[src/rtl/alu_exec_seq.sv]
// Multi-cycle execute sequencer: single-cycle ALU ops, iterative shift-add MUL, optional restoring DIV.
// Define ALU_EXEC_DIV_EN to compile in the divider; without it opcode 25 is treated as an illegal opcode.
module alu_exec_seq #(
    parameter int W = 16
) (
    input  logic         clk,
    input  logic         rst,
    input  logic         start,
    input  logic [5:0]   op,
    input  logic [W-1:0] a,
    input  logic [W-1:0] b,
    output logic         ex,
    output logic         busy,
    output logic [W-1:0] res,
    output logic [W-1:0] res_hi,
    output logic         zf,
    output logic         cf,
    output logic         err
);
    localparam int CW = $clog2(W + 1);
    localparam int XW = W + 16;

    localparam logic [4:0] OP_ADD = 5'd8;
    localparam logic [4:0] OP_SUB = 5'd9;
    localparam logic [4:0] OP_AND = 5'd10;
    localparam logic [4:0] OP_OR  = 5'd11;
    localparam logic [4:0] OP_XOR = 5'd12;
    localparam logic [4:0] OP_NOT = 5'd13;
    localparam logic [4:0] OP_LSL = 5'd15;
    localparam logic [4:0] OP_LSR = 5'd16;
    localparam logic [4:0] OP_ASR = 5'd17;
    localparam logic [4:0] OP_INC = 5'd18;
    localparam logic [4:0] OP_DEC = 5'd19;
    localparam logic [4:0] OP_MUL = 5'd24;
`ifdef ALU_EXEC_DIV_EN
    localparam logic [4:0] OP_DIV = 5'd25;
`endif

    typedef enum logic [2:0] {IDLE, RUN1, ITER, DONE, HOLD} state_t;

    state_t        r_state;
    logic [4:0]    r_op;
    logic [W-1:0]  r_a;
    logic [W-1:0]  r_b;
    logic [W-1:0]  r_hi;
    logic [W-1:0]  r_lo;
    logic [CW-1:0] r_cnt;
    logic          r_ex;
    logic          r_busy;
    logic [W-1:0]  r_res;
    logic [W-1:0]  r_resHi;
    logic          r_zf;
    logic          r_cf;
    logic          r_err;

    logic [W:0]           w_sum;
    logic [W-1:0]         w_res;
    logic [W-1:0]         w_resHi;
    logic                 w_cf;
    logic                 w_err;
    logic [3:0]           w_sh;
    logic [XW-1:0]        w_lsl;
    logic [XW-1:0]        w_lsr;
    logic signed [XW-1:0] w_asr;
    logic [W:0]           w_mulSum;
    logic [W-1:0]         w_hiNext;
    logic [W-1:0]         w_loNext;
    logic                 w_toIter;
    logic                 w_unusedBits;

    // Shifts run in a field padded by 16 bits so the bit just past the result is the last one shifted out.
    assign w_sh  = r_b[3:0];
    assign w_lsl = {{16{1'b0}}, r_a} << w_sh;
    assign w_lsr = {r_a, 16'b0} >> w_sh;
    assign w_asr = $signed({r_a, 16'b0}) >>> w_sh;
    assign w_unusedBits = ^{op[5], w_lsl[XW-1:W+1], w_lsr[14:0], w_asr[14:0]};

    always_comb begin
        w_sum   = '0;
        w_res   = '0;
        w_resHi = '0;
        w_cf    = 1'b0;
        w_err   = 1'b0;
        case (r_op)
            OP_ADD: begin
                w_sum = {1'b0, r_a} + {1'b0, r_b};
                w_res = w_sum[W-1:0];
                w_cf  = w_sum[W];
            end
            OP_SUB: begin
                w_sum = {1'b0, r_a} - {1'b0, r_b};
                w_res = w_sum[W-1:0];
                w_cf  = ~w_sum[W];
            end
            OP_AND: w_res = r_a & r_b;
            OP_OR:  w_res = r_a | r_b;
            OP_XOR: w_res = r_a ^ r_b;
            OP_NOT: w_res = ~r_a;
            OP_LSL: begin
                w_res = w_lsl[W-1:0];
                w_cf  = w_lsl[W];
            end
            OP_LSR: begin
                w_res = w_lsr[XW-1:16];
                w_cf  = w_lsr[15];
            end
            OP_ASR: begin
                w_res = w_asr[XW-1:16];
                w_cf  = w_asr[15];
            end
            OP_INC: begin
                w_sum = {1'b0, r_a} + {{W{1'b0}}, 1'b1};
                w_res = w_sum[W-1:0];
                w_cf  = w_sum[W];
            end
            OP_DEC: begin
                w_sum = {1'b0, r_a} - {{W{1'b0}}, 1'b1};
                w_res = w_sum[W-1:0];
                w_cf  = ~w_sum[W];
            end
`ifdef ALU_EXEC_DIV_EN
            OP_DIV: begin
                w_res   = '1;
                w_resHi = r_a;
                w_err   = 1'b1;
            end
`endif
            default: w_err = 1'b1;
        endcase
    end

    // One iteration step: r_hi/r_lo hold the partial product (MUL) or remainder/quotient (DIV).
    assign w_mulSum = {1'b0, r_hi} + (r_lo[0] ? {1'b0, r_b} : {(W+1){1'b0}});

`ifdef ALU_EXEC_DIV_EN
    logic [W:0] w_remSh;
    logic [W:0] w_remSub;
    assign w_remSh  = {r_hi, r_lo[W-1]};
    assign w_remSub = w_remSh - {1'b0, r_b};
`endif

    always_comb begin
        w_hiNext = w_mulSum[W:1];
        w_loNext = {w_mulSum[0], r_lo[W-1:1]};
`ifdef ALU_EXEC_DIV_EN
        if (r_op == OP_DIV) begin
            if (!w_remSub[W]) begin
                w_hiNext = w_remSub[W-1:0];
                w_loNext = {r_lo[W-2:0], 1'b1};
            end else begin
                w_hiNext = w_remSh[W-1:0];
                w_loNext = {r_lo[W-2:0], 1'b0};
            end
        end
`endif
    end

`ifdef ALU_EXEC_DIV_EN
    assign w_toIter = (op[4:0] == OP_MUL) || ((op[4:0] == OP_DIV) && (b != '0));
`else
    assign w_toIter = (op[4:0] == OP_MUL);
`endif

    always_ff @(posedge clk or posedge rst) begin
        if (rst) begin
            r_state <= IDLE;
            r_op    <= '0;
            r_a     <= '0;
            r_b     <= '0;
            r_hi    <= '0;
            r_lo    <= '0;
            r_cnt   <= '0;
            r_ex    <= 1'b0;
            r_busy  <= 1'b0;
            r_res   <= '0;
            r_resHi <= '0;
            r_zf    <= 1'b0;
            r_cf    <= 1'b0;
            r_err   <= 1'b0;
        end else begin
            case (r_state)
                IDLE: begin
                    if (start) begin
                        r_op    <= op[4:0];
                        r_a     <= a;
                        r_b     <= b;
                        r_hi    <= '0;
                        r_lo    <= a;
                        r_cnt   <= CW'(W);
                        r_busy  <= 1'b1;
                        r_state <= w_toIter ? ITER : RUN1;
                    end
                end
                RUN1: begin
                    r_res   <= w_res;
                    r_resHi <= w_resHi;
                    r_zf    <= (w_res == '0);
                    r_cf    <= w_cf;
                    r_err   <= w_err;
                    r_ex    <= 1'b1;
                    r_state <= DONE;
                end
                ITER: begin
                    if (r_cnt != '0) begin
                        r_hi  <= w_hiNext;
                        r_lo  <= w_loNext;
                        r_cnt <= r_cnt - CW'(1);
                    end else begin
                        r_res   <= r_lo;
                        r_resHi <= r_hi;
                        r_zf    <= (r_lo == '0);
                        r_cf    <= (r_op == OP_MUL) && (r_hi != '0);
                        r_err   <= 1'b0;
                        r_ex    <= 1'b1;
                        r_state <= DONE;
                    end
                end
                DONE: begin
                    r_ex    <= 1'b0;
                    r_busy  <= 1'b0;
                    r_state <= start ? HOLD : IDLE;
                end
                HOLD: begin
                    if (!start) begin
                        r_state <= IDLE;
                    end
                end
                default: r_state <= IDLE;
            endcase
        end
    end

    assign ex     = r_ex;
    assign busy   = r_busy;
    assign res    = r_res;
    assign res_hi = r_resHi;
    assign zf     = r_zf;
    assign cf     = r_cf;
    assign err    = r_err;
endmodule

[config.mk]
export PLATFORM = sky130hd
export DESIGN_NAME = alu_exec_seq
export DESIGN_NICKNAME = d
export VERILOG_FILES = /design/src/rtl/alu_exec_seq.sv
export SDC_FILE = /design/constraint.sdc
export NUM_CORES = 1
export LEC_CHECK = 0
export BUFFER_PORTS_ARGS = -buffer_cell sky130_fd_sc_hd__buf_2
export CAP_MARGIN = 10
export CORE_ASPECT_RATIO = 1.75
export CORE_UTILIZATION = 65
export CTS_BUF_LIST = sky130_fd_sc_hd__clkbuf_4
export DETAILED_ROUTE_END_ITERATION = 8
export PLACE_DENSITY = 0.85
export SETUP_SLACK_MARGIN = 0.05
export SLEW_MARGIN = 20
export SYNTH_ARGS = -nofsm -noshare
export SYNTH_HDL_FRONTEND = slang
export SYNTH_SLANG_ARGS = --single-unit
[constraint.sdc]
create_clock -name clk -period 5.74 [get_ports clk]
set_clock_uncertainty 0.1 [all_clocks]
set_input_delay 1.148 -clock clk [delete_from_list [all_inputs] [get_ports clk]]
set_output_delay 1.148 -clock clk [all_outputs]
set_load 0.01 [all_outputs]
# Yosys cells after proc, flatten, opt, wreduce, memory -nomap -nowiden

Index checks and enable logic that the tools add are counted.
Widths: inputs -> output; s select.

Word-level logic and storage cells: 100
Input bits: 41
Bits in registers: 114
Output and inout bits: 37

Mux-type cells: 33
Eq/ne operators: 21
Bitwise logic cells: 6
Add/subtract/negate cells: 6
Shifts and indexed selects: 3
Reductions and logical operators: 17

Operator list:

| cell                  | count |
|---|---|
| $pmux 16 s11          | 1 |
| $pmux 16 s2           | 4 |
| $mux 16               | 7 |
| $eq 5x4->1 const B    | 7 |
| $add 16x16->17        | 2 |
| $logic_not 16->1      | 2 |
| $shr 32x4->32         | 1 |
| $sshr 32x4->32        | 1 |
| $eq 5x5->1 const B    | 6 |
| $add 16x1->17 const B | 1 |
| $shl 16x4->17         | 1 |
| $sub 16x1->17 const B | 1 |
| $sub 16x16->17        | 1 |
| $and 16x16->16        | 1 |
| $not 16->16           | 1 |
| $or 16x16->16         | 1 |
| $reduce_bool 16->1    | 1 |
| $xor 16x16->16        | 1 |
| $pmux 3 s5            | 1 |
| $mux 3                | 4 |
| $reduce_or 11->1      | 1 |
| $mux 5                | 2 |
| $pmux 5 s2            | 1 |
| $ne 2x2->1 const B    | 4 |
| 17 further kinds      | 33 |

# Longest topological paths before layout

Gate-level depths: netlist (run 1).

Depth in word-level cells: 4
Gate-level depth with buffers: 16
Depth with buffers taken out: 13

# Worst setup path after synthesis (run 1)

Ideal clock, no wire load.

Kind: register to register
From: register r_b[0]
To: register r_hi[9]
Stages on the path, launching flop included: 16
Slack: 2001 ps
Library setup time: 122 ps
Data arrival time: 3518 ps
Buffers on the path: 4
Path through: dfrtp_1 -> buf_6 -> buf_6 -> buf_4 -> clkbuf_1 -> and2_1 -> ha_1 -> fa_1 -> a21o_1 -> a21oi_1 -> o21bai_1 -> a2111oi_0 -> or2_2 -> o21bai_1 -> a211o_1 -> a32o_1

Cells in the longest elaborated chain, start to end: 4

RTL lines:

| item                   | line | RTL |
|---|---|---|
| start, declared        | 44   | `logic [W-1:0] r_b;` |
| start signal, assigned | 169  | `r_b <= '0;` |
| start signal, assigned | 186  | `r_b <= b;` |
| $mux 16                | 133  | `assign w_mulSum = {1'b0, r_hi} + (r_lo[0] ? {1'b0, r_b} : {(W+1){1'b0}});` |
| $add 16x16->17         | 133  |  |
| $mux 16                | 204  | `if (r_cnt != '0) begin` |
| $pmux 16 s2            | 181  | `case (r_state)` |
| end signal, assigned   | 205  | `r_hi <= w_hiNext;` |
| end, declared          | 45   | `logic [W-1:0] r_hi;` |

No other way between the ends. The select of a mux whose other input is x is not followed.
A chain may end at the register's enable or synchronous reset.

# Final worst setup path (run 1)

From: register r_a[1]
To: register r_zf (netlist: zf)

Cells in the longest elaborated chain, start to end: 4
Elaborated cells between the ends (all ways): 14
Those cells by class: 4 x add/sub; 3 x shift; 2 x mux; 4 x bitwise; 1 x reduce/logical

RTL lines:

| item                                  | line | RTL |
|---|---|---|
| start, declared                       | 43   | `logic [W-1:0] r_a;` |
| start signal, assigned                | 168  | `r_a <= '0;` |
| start signal, assigned                | 185  | `r_a <= a;` |
| $sub 16x1->17 (tied with other cells) | 117  | `w_sum = {1'b0, r_a} - {{W{1'b0}}, 1'b1};` |
| $pmux 16 s11 *                        | 84   | `case (r_op)` |
| $logic_not 16->1 *                    | 197  | `r_zf <= (w_res == '0);` |
| $pmux 1 s2 *                          | 181  |  |
| end signal, assigned                  | 197  |  |
| end signal, assigned                  | 211  | `r_zf <= (r_lo == '0);` |
| end, declared                         | 52   | `logic r_zf;` |

Mark *: on every way between the ends. The rest lies on a longest branch, timed or not.

==> impl_summary.txt, run 1 <==
----------------------------------------------------
[Outcome]
  Outcome ... finished, final reports clean

[Critical path]
  CP max stage delay ... 0.89 ns
  Critical path's most frequent cell ... sky130_fd_sc_hd__nand4_1
  Critical path's slowest cell ... sky130_fd_sc_hd__a2111oi_0
  Cell Chain, Critical Path ... inv_1 -> ha_1 -> a211oi_1 -> nor2_1 -> a221o_1 -> a22o_1 -> a2111oi_0 -> nand4_1 -> nor4_2 -> nand4_1 -> o41ai_2
  Startpoint-to-endpoint class of the critical path ... flop to flop
  Category of the worst setup path capture point ... flop
  Endpoint required time on the critical path ... 6.15 ns
  Data arrival at the endpoint of the critical path ... 5.10 ns
  Biggest fanout along the worst timing path ... 16
  Critical path's top delay family ... compound AO/OA/AOI/OAI gates
  Path length in cells of the critical path ... 11
  Sort of element at the start of the critical path ... flop
  Number of cell instances on the worst register-to-register path ... 11
  Count of buffer and inverter cells on the critical path ... 1

[Die]
  Starting density of the core ... 66.3%
  I/O pin cnt ... 78
  Std-Cell Rows ... 62
  Die Area ... 17,100 sq um
  Die Y-Extent ... 172 um
  Total core area ... 16,300 sq um
  Die width ... 99.4 um

[Yosys]
  Cell Area, Synth ... 10,800 sq um
  Post-synthesis sequential element count ... 114
  Cell types with the largest area share after synthesis ... sky130_fd_sc_hd__dfrtp_1 26%, sky130_fd_sc_hd__ha_1 8.3%, sky130_fd_sc_hd__nand2_1 6.2%, sky130_fd_sc_hd__o21ai_0 5.1%, sky130_fd_sc_hd__nor2_1 4.0%
  Dominant register cell in the synthesized netlist ... sky130_fd_sc_hd__dfrtp_1
  Syn Area/Cell ... 8.07 sq um
  Portion of netlist area occupied by mux cells ... 7.30%
  Synth Area in XOR/XNOR ... 2.68%
  Syn Nets ... 1,453
  Async S/R FF share, synth ... 100%
  Synthesized instance count ... 1,337
  Number of unique standard cell types used by synthesis ... 100
  Register area share after synthesis ... 26.4%
  Combinational family with the most area after synthesis ... compound AO/OA/AOI/OAI gates
  Top cell type by total area after synthesis ... sky130_fd_sc_hd__dfrtp_1
  Ys Warns ... 0
  Number of flops mapped to enable cells by yosys ... 0
  Proportion of netlist area held by the largest area contributor ... 26.4%
  Area fraction in and, or, nand and nor cells after synthesis ... 23.5%
  Fraction of the mapped netlist area in compound gates ... 24.9%
  Top-count cell post-synth ... sky130_fd_sc_hd__nand2_1
  Leading cell types by count after synthesis ... 178 x sky130_fd_sc_hd__nand2_1, 114 x sky130_fd_sc_hd__dfrtp_1, 114 x sky130_fd_sc_hd__nor2_1
  Arithmetic-cell share of the synthesized area counting full adders, half adders and majority gates ... 8.90%

[Cells and area]
  Post-Layout Inst Area ... 11,400 sq um
  Share of post-route cells with drive strength above 1 ... 15.4%
  Area growth, synth to finish ... 5.97%
  Final cell count without fillers ... 1,568
  Layout net count ... 1,478
  # fillers ... 1,316

[Timing]
  Worst slew pin tran ... 1.10 ns
  Period minus WS final ... 4.70 ns
  Number of slew-limit violations in the final report ... 0
  Fmax achieved ... 213 MHz
  Final sum of negative setup slack ... 0 ns
  Max-Slew Margin vs Limit ... 26.2%
  Share of the clock period used by the worst path after layout ... 81.8%
  Unrepaired setup endpoints after global routing ... false
  Number of endpoints failing setup at the final stage ... 0
  Hold Fails Final Rpt ... 0
  Minimum hold slack ... 0.404 ns
  Final worst setup slack ... 1.04 ns

[Route]
  Antenna Nets Post-Route ... 0
  Starting DRC count in detailed routing ... 1,345
  Length of the first detailed-routing pass in iterations ... 9
  Vias after detailed routing ... 11.6k
  Wirelength per Cell ... 27.4 um
  Drt via density ... 7.38
  Total wire length after detailed routing ... 42,900 um
  DR DRC count ... 0

[GRT]
  Wire length of the first global-routing pass ... 63,700 um
  Maximum number of pins on one net before global-route repair ... 74
  Final global-route overflow total ... 0
  Combined global-route utilization of all metal layers ... 50.4%
  Number of antenna violations at the first check in global routing ... 1
  Vias in the first global route ... 11.0k

[Clock tree]
  # resized after CTS ... 0
  TritonCTS clock tree ... built
  Total CTS buffers ... 17
  Number of buffers added to fix hold violations after cts ... 0
  Post-CTS setup buffer count ... 0
  Clock Sinks ... 114
  Clock root buffer ... sky130_fd_sc_hd__clkbuf_4
  Worst-skew pair later-pin latency ... 0.60 ns
  Clock Pin Slew Worst Setup and Hold Paths ... 0.15 ns
  Deepest clock path buffer count ... 2
  H-tree depth ... 4

[Place]
  Placed standard-cell area ... 11,200 sq um
  Port-buffer cells ... 76
  Weighted congestion reported at the end of routability-driven placement ... 1.09
  Count of placed standard cells including taps ... 1,535
  Minimum setup slack after placement ... 1.27 ns
  Detailed Place HPWL ... 30,700 um

[Min path]
  Hold crit path type ... flop to flop
  Cell depth of the worst min-delay path ... 1

[Power and ir drop]
  Static leakage ... 4.96 nW
  Pwr Density ... 726 nW/um^2
  Maximum ir drop on the vdd rail ... 705 uV

[Flow run]
  Max-cap violation count ... 0

----------------------------------------------------
## logic make-up (layout without fill, tap and decap cells)
kind of cell,after synthesis,in the layout
adder cells (fa/ha/maj),75,75
multiplexers,51,51
XOR/XNOR,33,33
other,0,1
buffers and inverters,152,190
AND/OR/NAND/NOR,518,518
AO/OA/AOI/OAI,394,394
flip-flops,114,114
## worst register-to-register path, stage by stage, from the launching register on
cell,delay [ns]
sky130_fd_sc_hd__dfrtp_1,0.75
sky130_fd_sc_hd__inv_1,0.28
sky130_fd_sc_hd__ha_1,0.40
sky130_fd_sc_hd__a211oi_1,0.44
sky130_fd_sc_hd__nor2_1,0.19
sky130_fd_sc_hd__a221o_1,0.38
sky130_fd_sc_hd__a22o_1,0.25
sky130_fd_sc_hd__a2111oi_0,0.89
sky130_fd_sc_hd__nand4_1,0.26
sky130_fd_sc_hd__nor4_2,0.20
sky130_fd_sc_hd__nand4_1,0.14
sky130_fd_sc_hd__o41ai_2,0.32
## worst paths after layout
kind	start	to	slack (ns)
max	r_a[1]	zf	1.04
max in group asynchronous	rst	r_a[7]	3.75
max reg2reg	r_a[1]	zf	1.04
min in group asynchronous	rst	r_hi[0]	0.64
min	res[9]	res[9]	0.40
min reg2reg	res[9]	res[9]	0.40
## layout make-up
class / instances / area, sq um / area share (%)
Clock buffer: 18 / 135 / 1.18
Multi-Input combinational cell: 1071 / 7270 / 63.6
Antenna cell: 1 / 2.50 / 0.0219
Inverter: 52 / 198 / 1.73
Sequential cell: 114 / 2860 / 25.0
Tap cell: 192 / 240 / 2.10
Clock inverter: 14 / 128 / 1.12
Timing Repair Buffer: 106 / 606 / 5.29
## sequential cells by signal (all words and copies together) (netlist names)
register,count
r_a,16
r_b,16
r_hi,16
r_lo,16
res,16
res_hi,16
r_cnt,5
r_op,5
r_state,3
busy,1
cf,1
err,1
ex,1
zf,1
## metrics by stage
step | util, % | total power [mW]
6_report | 70.2 | 8.30
4_1_cts | 70.2 | 7.97
3_3_place_gp | 68.6 | 7.19
5_1_grt | 70.2 | 8.65
2_1_floorplan | - | 5.58
3_5_place_dp | 68.6 | 7.34
## cell usage in the layout, fill, tap and decap left out, drive strengths merged, types with 22 or more instances in the layout
cell    count
a211oi     34
a21oi      63
buf       106
dfrtp     114
ha         72
inv        52
mux2i      22
nand2     181
nand3      44
nor2      117
nor3       43
nor4       26
o21ai     114
xnor2      25
## metal layers
| layer | part of all wire, % | GRT usage, % |
|---|---|---|
| met1 | 33 | 54.5 |
| met2 | 45 | 79.9 |
| met3 | 11 | 12.5 |
| met4 | 11 | 48.1 |
| met5 | 0 | 0.615 |
## power breakdown
group | switching (mW) | internal (mW)
sequential | 0.623 | 1.15
clock | 0.390 | 0.224
combinational | 3.80 | 2.12
total | 4.81 | 3.49
Power figures use the tool's default switching activity.
==> run 2, diff against run 1 <==
Settings changed: CORE_UTILIZATION 65 to 64, PLACE_DENSITY 0.85 to 0.84.
Clock period 5.74 ns to 4.6 ns, I/O delays scaled along.
==> impl_summary.txt, run 2 (synthesized netlist as in run 1, its figures left out) <==
----------------------------------------------------
[Outcome]
  Outcome ... finished, final reports clean

[Clock tree]
  Clock Sinks ... 114 (unchanged)
  # resized after CTS ... 0 (unchanged)
  Post-CTS setup buffer count ... 0 (unchanged)
  Total CTS buffers ... 17 (unchanged)
  Deepest clock path buffer count ... 2 (unchanged)
  Worst-skew pair later-pin latency ... 0.58 ns (-0.02 ns)
  TritonCTS clock tree ... built
  H-tree depth ... 4 (unchanged)
  Clock Pin Slew Worst Setup and Hold Paths ... 0.12 ns (-0.03 ns)
  Clock root buffer ... sky130_fd_sc_hd__clkbuf_4
  Number of buffers added to fix hold violations after cts ... 0 (unchanged)

[Die]
  Std-Cell Rows ... 62 (unchanged)
  Die width ... 100 um (+0.76%)
  Die Area ... 17,400 sq um (+1.5%)
  I/O pin cnt ... 78 (unchanged)
  Die Y-Extent ... 174 um (+0.77%)
  Starting density of the core ... 65.6% (-0.63 points)
  Total core area ... 16,400 sq um (+0.95%)

[Critical path]
  Critical path's slowest cell ... sky130_fd_sc_hd__fa_1
  Startpoint-to-endpoint class of the critical path ... flop to flop
  Cell Chain, Critical Path ... inv_1 -> ha_1 -> inv_1 -> fa_1 -> nor2b_1 -> o21ai_0 -> nand3_1 -> a211oi_1 -> o21ai_0 -> a2bb2oi_1 -> a2111oi_4 -> nand4_1 -> o41ai_2
  Sort of element at the start of the critical path ... flop
  Data arrival at the endpoint of the critical path ... 4.54 ns (-0.56 ns)
  Category of the worst setup path capture point ... flop
  Count of buffer and inverter cells on the critical path ... 2 (+1)
  CP Launch Point ... r_a[0]
  CP max stage delay ... 0.51 ns (-0.38 ns)
  Endpoint required time on the critical path ... 4.97 ns (-1.18 ns)
  Startpoint of the lowest-slack register-to-register path ... r_a[0]
  Biggest fanout along the worst timing path ... 6 (-10)
  Critical path's top delay family ... compound AO/OA/AOI/OAI gates

[Place]
  Detailed Place HPWL ... 31,600 um (+2.9%)
  Placed standard-cell area ... 11,500 sq um (+2.6%)
  Port-buffer cells ... 76 (unchanged)
  Weighted congestion reported at the end of routability-driven placement ... 1.15 (+4.9%)

[Route]
  Vias after detailed routing ... 11.8k (+1.7%)
  Wirelength per Cell ... 26.5 um (-3.2%)
  Antenna Nets Post-Route ... 0 (unchanged)
  Length of the first detailed-routing pass in iterations ... 8 (-1)
  DR DRC count ... 0 (unchanged)
  Drt via density ... 7.21 (-2.2%)
  Total wire length after detailed routing ... 43,200 um (+0.61%)
  Starting DRC count in detailed routing ... 1,625 (+21%)

[Timing]
  Number of slew-limit violations in the final report ... 0 (unchanged)
  Final sum of negative setup slack ... 0 ns (unchanged)
  Period minus WS final ... 4.17 ns (-0.530 ns)
  Share of the clock period used by the worst path after layout ... 90.6% (+8.8 points)
  Max-Slew Margin vs Limit ... 17.3% (-8.9 points)
  Hold Fails Final Rpt ... 0 (unchanged)
  Number of endpoints failing setup at the final stage ... 0 (unchanged)
  Minimum hold slack ... 0.388 ns (-0.0154 ns)
  Worst slew pin tran ... 1.23 ns (+0.128 ns)
  Unrepaired setup endpoints after global routing ... false
  Fmax achieved ... 240 MHz (+13%)

[Power and ir drop]
  Static leakage ... 5.13 nW (+3.5%)
  Maximum ir drop on the vdd rail ... 452 uV (-36%)
  Pwr Density ... 911 nW/um^2 (+26%)

[Cells and area]
  Layout net count ... 1,510 (+2.2%)
  Post-Layout Inst Area ... 11,800 sq um (+2.8%)
  Most frequent standard cell in the layout excluding fill and tap cells ... sky130_fd_sc_hd__nand2_1
  Share of post-route cells with drive strength above 1 ... 17.2% (+1.8 points)
  Area growth, synth to finish ... 8.89%
  Commonest non-fill, non-tap cells in the layout ... 178 x sky130_fd_sc_hd__nand2_1, 114 x sky130_fd_sc_hd__nor2_1, 112 x sky130_fd_sc_hd__dfrtp_1, 110 x sky130_fd_sc_hd__o21ai_0, 76 x sky130_fd_sc_hd__buf_2

[GRT]
  Maximum number of pins on one net before global-route repair ... 68 (-8.1%)
  Number of antenna violations at the first check in global routing ... 2 (+1)
  Combined global-route utilization of all metal layers ... 51.8% (+1.4 points)
  Final global-route overflow total ... 0 (unchanged)
  Vias in the first global route ... 11.5k (+4.4%)
  Wire length of the first global-routing pass ... 66,800 um (+4.9%)

[Min path]
  Start point of the worst hold path ... res[10]
  Hold crit path type ... flop to flop

[Flow run]
  Max-cap violation count ... 0 (unchanged)

----------------------------------------------------
==> run 2: cell types whose count changed in the layout (fill, tap and decap cells not counted), sizes merged <==
cell and delta:
buf +32, bufinv +2, clkbuf +1, clkinv +1
clkinvlp -2, diode +1, inv -5
==> run 2: power breakdown <==
part / switching (mW) / internal [mW] / total (mW)
clock network: 0.428 / 0.379 / 0.807
registers: 0.663 / 1.44 / 2.11
logic: 4.93 / 2.87 / 7.80
total: 6.02 / 4.69 / 10.7
==> run 2: layout make-up <==
type / instances / area [sq um]
inverters: 52 / 198
clock buffers: 19 / 143
well taps: 224 / 280
repair buffers: 138 / 858
clock inverters: 10 / 139
diodes: 2 / 5.00
flip-flops and latches: 114 / 2860
fillers: 1367 / 4690
multi-input cells: 1071 / 7270
==> run 2: worst paths after layout <==
| path | endpoint | slack, ns | cells past startpoint |
|---|---|---|---|
| setup / recovery | zf | 0.43 | 13 |
| hold / removal | res[10] | 0.39 | 1 |
| setup reg to reg | zf | 0.43 | 13 |
| hold reg to reg | res[10] | 0.39 | 1 |
| max in group asynchronous | res[2] | 3.07 | 3 |
| min in group asynchronous | r_b[6] | 0.41 | 2 |
==> run 2: per-layer routing <==
metal | track usage [%] | up-vias | part of all wire (%)
met4 | 48.4 | 2 | 12
met3 | 15.0 | 353 | 11
met5 | 0 | - | 0.025
met1 | 55.6 | 5453 | 32
met2 | 80.2 | 907 | 46
li1 | - | 5045 | -
==> run 2: stage by stage <==
stage                     setup slack, ns  power, mW  util, %  instances
after floorplan                     0.564       6.97        -       1337
after global placement              0.690       9.27     69.7       1599
after detailed placement            0.631       9.45     69.7       1599
after CTS                           0.587       10.3     71.4       1628
after global routing               0.0893       11.3     71.4       1629
final                               0.434       10.7     71.5       1630
